--- config.mk ---
export PLATFORM = sky130hd
export DESIGN_NAME = banco_de_registros_multipuerto_flat
export DESIGN_NICKNAME = d
export VERILOG_FILES = /design/src/rtl/banco_pkg.sv /design/src/rtl/banco_de_registros_multipuerto_if.sv /design/src/rtl/banco_lectura.sv /design/src/rtl/banco_de_registros_multipuerto.sv /design/src/flat_wrapper.sv
export SDC_FILE = /design/constraint.sdc
export NUM_CORES = 2
export LEC_CHECK = 0
export ABC_AREA = 1
export CORE_ASPECT_RATIO = 1.75
export CORE_MARGIN = 4
export CORE_UTILIZATION = 43
export DETAILED_ROUTE_END_ITERATION = 16
export PLACE_DENSITY = 0.68
export SLEW_MARGIN = 20
export SYNTH_ARGS = -nofsm -noshare
export SYNTH_HDL_FRONTEND = slang
export SYNTH_HIERARCHICAL = 1
export SYNTH_SLANG_ARGS = --single-unit
--- constraint.sdc ---
create_clock -name clk -period 1.3 [get_ports clk]
set_input_delay 0.13 -clock clk [delete_from_list [all_inputs] [get_ports clk]]
set_output_delay 0.13 -clock clk [all_outputs]
set_load 0.05 [all_outputs]
--- src/rtl/banco_pkg.sv ---
// Shared definitions for the multiport register bank: default sizes, the zero word
// and the read-source selection used by every read port.
package banco_pkg;

    localparam int M_DEF = 32;
    localparam int N_DEF = 16;

    localparam logic [M_DEF-1:0] ZERO_WORD = '0;

    typedef enum logic [1:0] {
        SRC_ARRAY,
        SRC_ZERO,
        SRC_W1,
        SRC_W2
    } rd_src_e;

    // Hard-wired zero beats any bypass; port 1 write data beats port 2.
    function automatic rd_src_e rd_select(input logic is_zero, input logic hit1, input logic hit2);
        if (is_zero) return SRC_ZERO;
        if (hit1)    return SRC_W1;
        if (hit2)    return SRC_W2;
        return SRC_ARRAY;
    endfunction

endpackage

--- src/rtl/banco_de_registros_multipuerto_if.sv ---
// Write/read bus of the register bank: writers and operand fetch act as master,
// the bank is the slave.
interface banco_de_registros_multipuerto_if
    import banco_pkg::*;
#(
    parameter int M = M_DEF,
    parameter int N = N_DEF
);
    localparam int AW = $clog2(N);

    logic          w1;
    logic [AW-1:0] addr_w1;
    logic [M-1:0]  data_in1;
    logic          w2;
    logic [AW-1:0] addr_w2;
    logic [M-1:0]  data_in2;
    logic [AW-1:0] addr_r1;
    logic [AW-1:0] addr_r2;
    logic [M-1:0]  out1;
    logic [M-1:0]  out2;
    logic          valid1;
    logic          valid2;
    logic          collision;

    modport master (
        output w1, addr_w1, data_in1, w2, addr_w2, data_in2, addr_r1, addr_r2,
        input  out1, out2, valid1, valid2, collision
    );

    modport slave (
        input  w1, addr_w1, data_in1, w2, addr_w2, data_in2, addr_r1, addr_r2,
        output out1, out2, valid1, valid2, collision
    );

endinterface

--- src/rtl/banco_lectura.sv ---
// One combinational read port: address decode into the array plus the optional
// same-cycle write bypass.
module banco_lectura
    import banco_pkg::*;
#(
    parameter int M         = M_DEF,
    parameter int N         = N_DEF,
    parameter int REG0_ZERO = 1,
    parameter int BYPASS    = 1,
    localparam int AW       = $clog2(N)
) (
    input  logic          rst,
    input  logic [AW-1:0] addr,
    input  logic [M-1:0]  mem [N],
    input  logic [N-1:0]  valid_bits,
    input  logic          w1,
    input  logic [AW-1:0] addr_w1,
    input  logic [M-1:0]  data_in1,
    input  logic          w2,
    input  logic [AW-1:0] addr_w2,
    input  logic [M-1:0]  data_in2,
    output logic [M-1:0]  data,
    output logic          valid
);

    logic    is_zero;
    logic    hit1;
    logic    hit2;
    rd_src_e src;

    // Bypass is disabled while in reset: the write it would forward never commits.
    assign is_zero = (REG0_ZERO != 0) && (addr == '0);
    assign hit1    = (BYPASS != 0) && !rst && w1 && (addr_w1 == addr);
    assign hit2    = (BYPASS != 0) && !rst && w2 && (addr_w2 == addr);
    assign src     = rd_select(is_zero, hit1, hit2);

    always_comb begin
        // NOTE: every output gets a default first so no path through the case infers a latch.
        data  = mem[addr];
        valid = valid_bits[addr];
        case (src)
            SRC_ZERO: begin
                data  = M'(ZERO_WORD);
                valid = 1'b1;
            end
            SRC_W1: begin
                data  = data_in1;
                valid = 1'b1;
            end
            SRC_W2: begin
                data  = data_in2;
                valid = 1'b1;
            end
            default: ;
        endcase
    end

endmodule

--- src/rtl/banco_de_registros_multipuerto.sv ---
// N x M register bank with two write ports (port 1 has priority), two bypassable
// read ports, per-word valid bits and a registered same-address collision flag.
module banco_de_registros_multipuerto
    import banco_pkg::*;
#(
    parameter int M         = M_DEF,
    parameter int N         = N_DEF,
    parameter int REG0_ZERO = 1,
    parameter int BYPASS    = 1
) (
    input  logic clk,
    input  logic rst,
    banco_de_registros_multipuerto_if.slave bus
);

    logic [M-1:0] mem [N];
    logic [N-1:0] valid_bits;
    logic         wr1_ok;
    logic         wr2_ok;

    // Writes aimed at a hard-wired zero word are dropped entirely, including for collision.
    assign wr1_ok = bus.w1 && !((REG0_ZERO != 0) && (bus.addr_w1 == '0));
    assign wr2_ok = bus.w2 && !((REG0_ZERO != 0) && (bus.addr_w2 == '0));

    always_ff @(posedge clk) begin
        if (rst) begin
            // NOTE: the array is built from flops, not a RAM macro, so it can and must be cleared on reset.
            for (int i = 0; i < N; i++) mem[i] <= '0;
            valid_bits   <= '0;
            bus.collision <= 1'b0;
        end else begin
            // NOTE: non-blocking, so port 1's later assignment wins when both target one word.
            if (wr2_ok) begin
                mem[bus.addr_w2]        <= bus.data_in2;
                valid_bits[bus.addr_w2] <= 1'b1;
            end
            if (wr1_ok) begin
                mem[bus.addr_w1]        <= bus.data_in1;
                valid_bits[bus.addr_w1] <= 1'b1;
            end
            bus.collision <= wr1_ok && wr2_ok && (bus.addr_w1 == bus.addr_w2);
        end
    end

    banco_lectura #(.M(M), .N(N), .REG0_ZERO(REG0_ZERO), .BYPASS(BYPASS)) u_rd1 (
        .rst        (rst),
        .addr       (bus.addr_r1),
        .mem        (mem),
        .valid_bits (valid_bits),
        .w1         (bus.w1),
        .addr_w1    (bus.addr_w1),
        .data_in1   (bus.data_in1),
        .w2         (bus.w2),
        .addr_w2    (bus.addr_w2),
        .data_in2   (bus.data_in2),
        .data       (bus.out1),
        .valid      (bus.valid1)
    );

    banco_lectura #(.M(M), .N(N), .REG0_ZERO(REG0_ZERO), .BYPASS(BYPASS)) u_rd2 (
        .rst        (rst),
        .addr       (bus.addr_r2),
        .mem        (mem),
        .valid_bits (valid_bits),
        .w1         (bus.w1),
        .addr_w1    (bus.addr_w1),
        .data_in1   (bus.data_in1),
        .w2         (bus.w2),
        .addr_w2    (bus.addr_w2),
        .data_in2   (bus.data_in2),
        .data       (bus.out2),
        .valid      (bus.valid2)
    );

endmodule

--- src/flat_wrapper.sv ---
// flat-port wrapper written by rule: the top's interface ports become plain ports
module banco_de_registros_multipuerto_flat import banco_pkg::*;
#(
    parameter int M         = M_DEF,
    parameter int N         = N_DEF,
    parameter int REG0_ZERO = 1,
    parameter int BYPASS    = 1
)
  (clk, rst, bus_w1, bus_addr_w1, bus_data_in1, bus_w2, bus_addr_w2, bus_data_in2, bus_addr_r1, bus_addr_r2, bus_out1, bus_out2, bus_valid1, bus_valid2, bus_collision);
  banco_de_registros_multipuerto_if #(.M(M), .N(N)) bus_i ();
  input  logic clk;
  input  logic rst;
  input wire logic [$bits(bus_i.w1)-1:0] bus_w1;
  input wire logic [$bits(bus_i.addr_w1)-1:0] bus_addr_w1;
  input wire logic [$bits(bus_i.data_in1)-1:0] bus_data_in1;
  input wire logic [$bits(bus_i.w2)-1:0] bus_w2;
  input wire logic [$bits(bus_i.addr_w2)-1:0] bus_addr_w2;
  input wire logic [$bits(bus_i.data_in2)-1:0] bus_data_in2;
  input wire logic [$bits(bus_i.addr_r1)-1:0] bus_addr_r1;
  input wire logic [$bits(bus_i.addr_r2)-1:0] bus_addr_r2;
  output wire logic [$bits(bus_i.out1)-1:0] bus_out1;
  output wire logic [$bits(bus_i.out2)-1:0] bus_out2;
  output wire logic [$bits(bus_i.valid1)-1:0] bus_valid1;
  output wire logic [$bits(bus_i.valid2)-1:0] bus_valid2;
  output wire logic [$bits(bus_i.collision)-1:0] bus_collision;
  assign bus_i.w1 = bus_w1;
  assign bus_i.addr_w1 = bus_addr_w1;
  assign bus_i.data_in1 = bus_data_in1;
  assign bus_i.w2 = bus_w2;
  assign bus_i.addr_w2 = bus_addr_w2;
  assign bus_i.data_in2 = bus_data_in2;
  assign bus_i.addr_r1 = bus_addr_r1;
  assign bus_i.addr_r2 = bus_addr_r2;
  assign bus_out1 = bus_i.out1;
  assign bus_out2 = bus_i.out2;
  assign bus_valid1 = bus_i.valid1;
  assign bus_valid2 = bus_i.valid2;
  assign bus_collision = bus_i.collision;
  banco_de_registros_multipuerto #(.M(M), .N(N), .REG0_ZERO(REG0_ZERO), .BYPASS(BYPASS)) u_core (.clk(clk), .rst(rst), .bus(bus_i));
endmodule
==> summary.md <==
| Metric | Value |
|---|---|
| Post-synth net total | `about 7k` |
| DRC Markers | `0` |
| Vias/cell | `between 5 and 6` |
| Num ports | `151` |
| Crit path kind | `flip-flop to output port` |
| Mean Syn Cell Area | `5.53 um2` |
| Skew final | `0 ns` |
| Mapped Area | `roughly 39000 um2` |
| DR WL/cell | `~23 um` |
| Synth area leader | `dfxtp_1` |
| Sequential share of the synthesized area | `0.273` |
| Violated checks | `setup timing` |
| CTS Buffer Depth | `3` |
| Clk slew on worst S/H paths | `0.06 ns` |
| Pleak | `26.3 nW` |
| Post-Route Setup TNS | `-44.80 ns` |
| Worst hold path type | `input port to flip-flop` |
| PortBufs | `150` |
| Wire length on met3 | `22.7 mm` |
| Synth Register Bits | `roughly 530` |
| CTS tree | `yes` |
| Hold_ws | `a little over 0.05 ns` |
| Fin worst setup slack | `-0.753 ns` |
| Met1 WL | `approximately 64 mm` |
| Final-stage net count | `7244` |
| Critical Path Start Type | `flip-flop` |
| Number of global-route vias before repair | `about 47k` |
| Detail Placement HPWL | `125 mm` |
| Pins Over Slew Limit | `0` |
| Pin count of the biggest net entering global routing | `about 110` |
| Post-layout min period | `roughly 2 ns` |
| Clk_lat worst skew | `0.65 ns` |
| Fmax | `about 0.5 GHz` |
| Met2 WL post-DR | `about 85 mm` |
| Crit end category | `output port` |
| Worst-margin pin slew | `around 0.64 ns` |
| Final setup vio count | `66` |
| Total Power | `47.4 mW` |
| Layout cells sized above 1 | `0.188` |
| Maxcap violations | `0` |
| First-pass GRT wire length | `roughly 280 mm` |
| Slew headroom | `0.575` |
| Starting DRT DRC Count | `6640` |
| Final Hold Vio Count | `0` |
| CP Max Fanout | `3` |
| Main area contributors after synthesis | `dfxtp_1 (27%), nand2_1 (22%), inv_1 (9.8%)` |
| Hold buffers post-CTS | `0` |
| Chip width | `between 200 and 250 um` |
| Via count | `around 50k` |
| DRT antenna net count | `0` |
| Filler cell count | `8630` |
| Share of the synthesized area in the top cell type | `0.273` |
| Synthesis-to-finish area growth | `31.3%` |
| Top layer in use | `met5` |
| Max VDD drop | `0.00111 V` |
| CTS Buf Count | `55` |
| Total gr overflow | `0` |
| GRT Total Usage | `0.381` |
| Layout Utilization | `0.570` |
| Period utilisation layout | `1.58` |
| Clk sinks | `around 530` |
| Die height | `just over 400 um` |
| P per Cell Area | `931 nW/um2` |
| WL final | `between 150 and 200 mm` |
| Core region area | `89300 um2` |
| R2r setup slk | `0.44 ns` |
| RSZ-0062 raised after global routing | `yes` |
| Die ar. | `95200 um2` |
| Starting density of the core | `0.434` |
| Syn Inst Count | `7009` |
| Status | `finished with violations` |
| CP required | `1.17 ns` |
| Netlist cell types | `32` |
| RePlAce Congestion | `0.967` |
| Syn. warnings | `6` |
| # rows | `145` |
| H-tree depth | `2` |
| Pre-antenna DRT Iters | `9` |
| Initial antenna violation count | `5` |
| Root buf cell | `clkbuf_16` |
| CP Data Arrival Time | `approximately 1.9 ns` |
-- synth_stat cells (all sizes together) --
| library cell | number |
|---|---|
| clkbuf | 291 |
| nor2 | 482 |
| buf | 299 |
| nand4 | 261 |
| o21ai | 730 |
| dfxtp | 529 |
| a21boi | 1 |
| xnor2 | 2 |
| o2111ai | 1 |
| xor2 | 2 |
| or2 | 4 |
| nand3b | 1 |
| o211ai | 86 |
| inv | 1026 |
| nand2 | 2303 |
| a21oi | 302 |
| o22ai | 3 |
| a31oi | 4 |
| nand3 | 682 |
-- layout by cell type (no fill, tap or decap), types with 14 or more instances in the layout --
cell / Yosys / final
nand2_1: 2301 / 2099
inv_1: 1010 / 995
o21ai_0: 655 / 572
nand3_1: 679 / 571
nor2_1: 465 / 378
dfxtp_1: 529 / 361
buf_4: 46 / 306
buf_12: 0 / 284
a21oi_1: 302 / 268
nand4_1: 261 / 261
nand2_2: 2 / 175
dfxtp_2: 0 / 166
o21ai_1: 75 / 156
o211ai_1: 86 / 86
nor2_2: 11 / 72
nand3_4: 0 / 70
clkdlybuf4s50_1: 0 / 64
clkbuf_16: 0 / 56
nand3_2: 3 / 41
a21oi_2: 0 / 34
nor2_4: 4 / 30
nand2_4: 0 / 29
inv_2: 14 / 24
clkbuf_8: 0 / 15
clkbuf_1: 290 / 14
-- worst paths after layout --
check / to / cells after the start / from
worst max-delay path: bus_out2[7] / 9 / u_core/mem[327]$_SDFF_PP0_
worst min-delay path: u_core/mem[222]$_SDFF_PP0_ / 7 / rst
worst max register to register: u_core/mem[94]$_SDFF_PP0_ / 5 / u_core/mem[94]$_SDFF_PP0_
worst min register to register: u_core/mem[481]$_SDFF_PP0_ / 2 / u_core/mem[481]$_SDFF_PP0_
-- metal layers --
metal  global-route usage  vias up
li1                     -    22318
met1                0.423    22553
met2                0.604     3563
met3               0.0942     1251
met4                0.338        2
met5                    0        -
-- registers in the layout, summed over array words and instances, names as in the netlist --
name / count
u_core/bus.collision: 1
u_core/valid_bits: 16
u_core/mem: 512
-- logic make-up after synthesis --
logic type,Yosys count,share of synthesized area
AOI/OAI and AO/OA,1127,0.152
DFF,529,0.273
and+or+nand+nor,3733,0.404
xor gates and xnor gates,4,0.000904
buffers and inverters,1616,0.171
-- power breakdown --
group | total [mW] | leakage (nW) | switching [mW] | internal (mW)
registers | 17.1 | 4.37 | 0.415 | 16.7
logic | 12.6 | 21.0 | 7.86 | 4.79
clock network | 17.6 | 0.931 | 7.70 | 9.87
-- worst max-delay path: stages (launching register included) --
cell and delay (ns):
dfxtp_4 0.36, nor2_4 0.07, nor2_1 0.04, o21ai_1 0.09, nand3_1 0.14, nand2_1 0.15, nand2_1 0.08, nand2_2 0.08
nand3_4 0.07, buf_12 0.16
-- area by class of cell --
type                    instances  area (um2)  area share
diodes                          2        5.00   0.0000983
multi-input cells            4864       23800       0.468
clock buffers                  84        1640      0.0321
clock inverters                15         273     0.00536
flip-flops and latches        529       10800       0.212
inverters                    1026        3900      0.0766
well taps                    1176        1470      0.0289
repair buffers                684        9010       0.177
-- per-stage QoR --
stage                     worst slack, ns  instance area [um2]  instances
after global routing               -0.804                50900       8378
after CTS                          -0.724                50100       8370
after floorplan                   -0.0682                40000       7009
after detailed placement           -0.927                47400       8258
after global placement             -0.951                47400       8258
final                              -0.753                50900       8380
-- timing repair --
action                                  4_1_cts  5_1_grt
pin swaps                                   221      223
endpoints found under the hold margin         0        0
setup buffers                                11        7
endpoints found under the setup margin      498      230
cloned                                        3        1
resized for setup                           322      282
(Power assumes the default switching activity.)
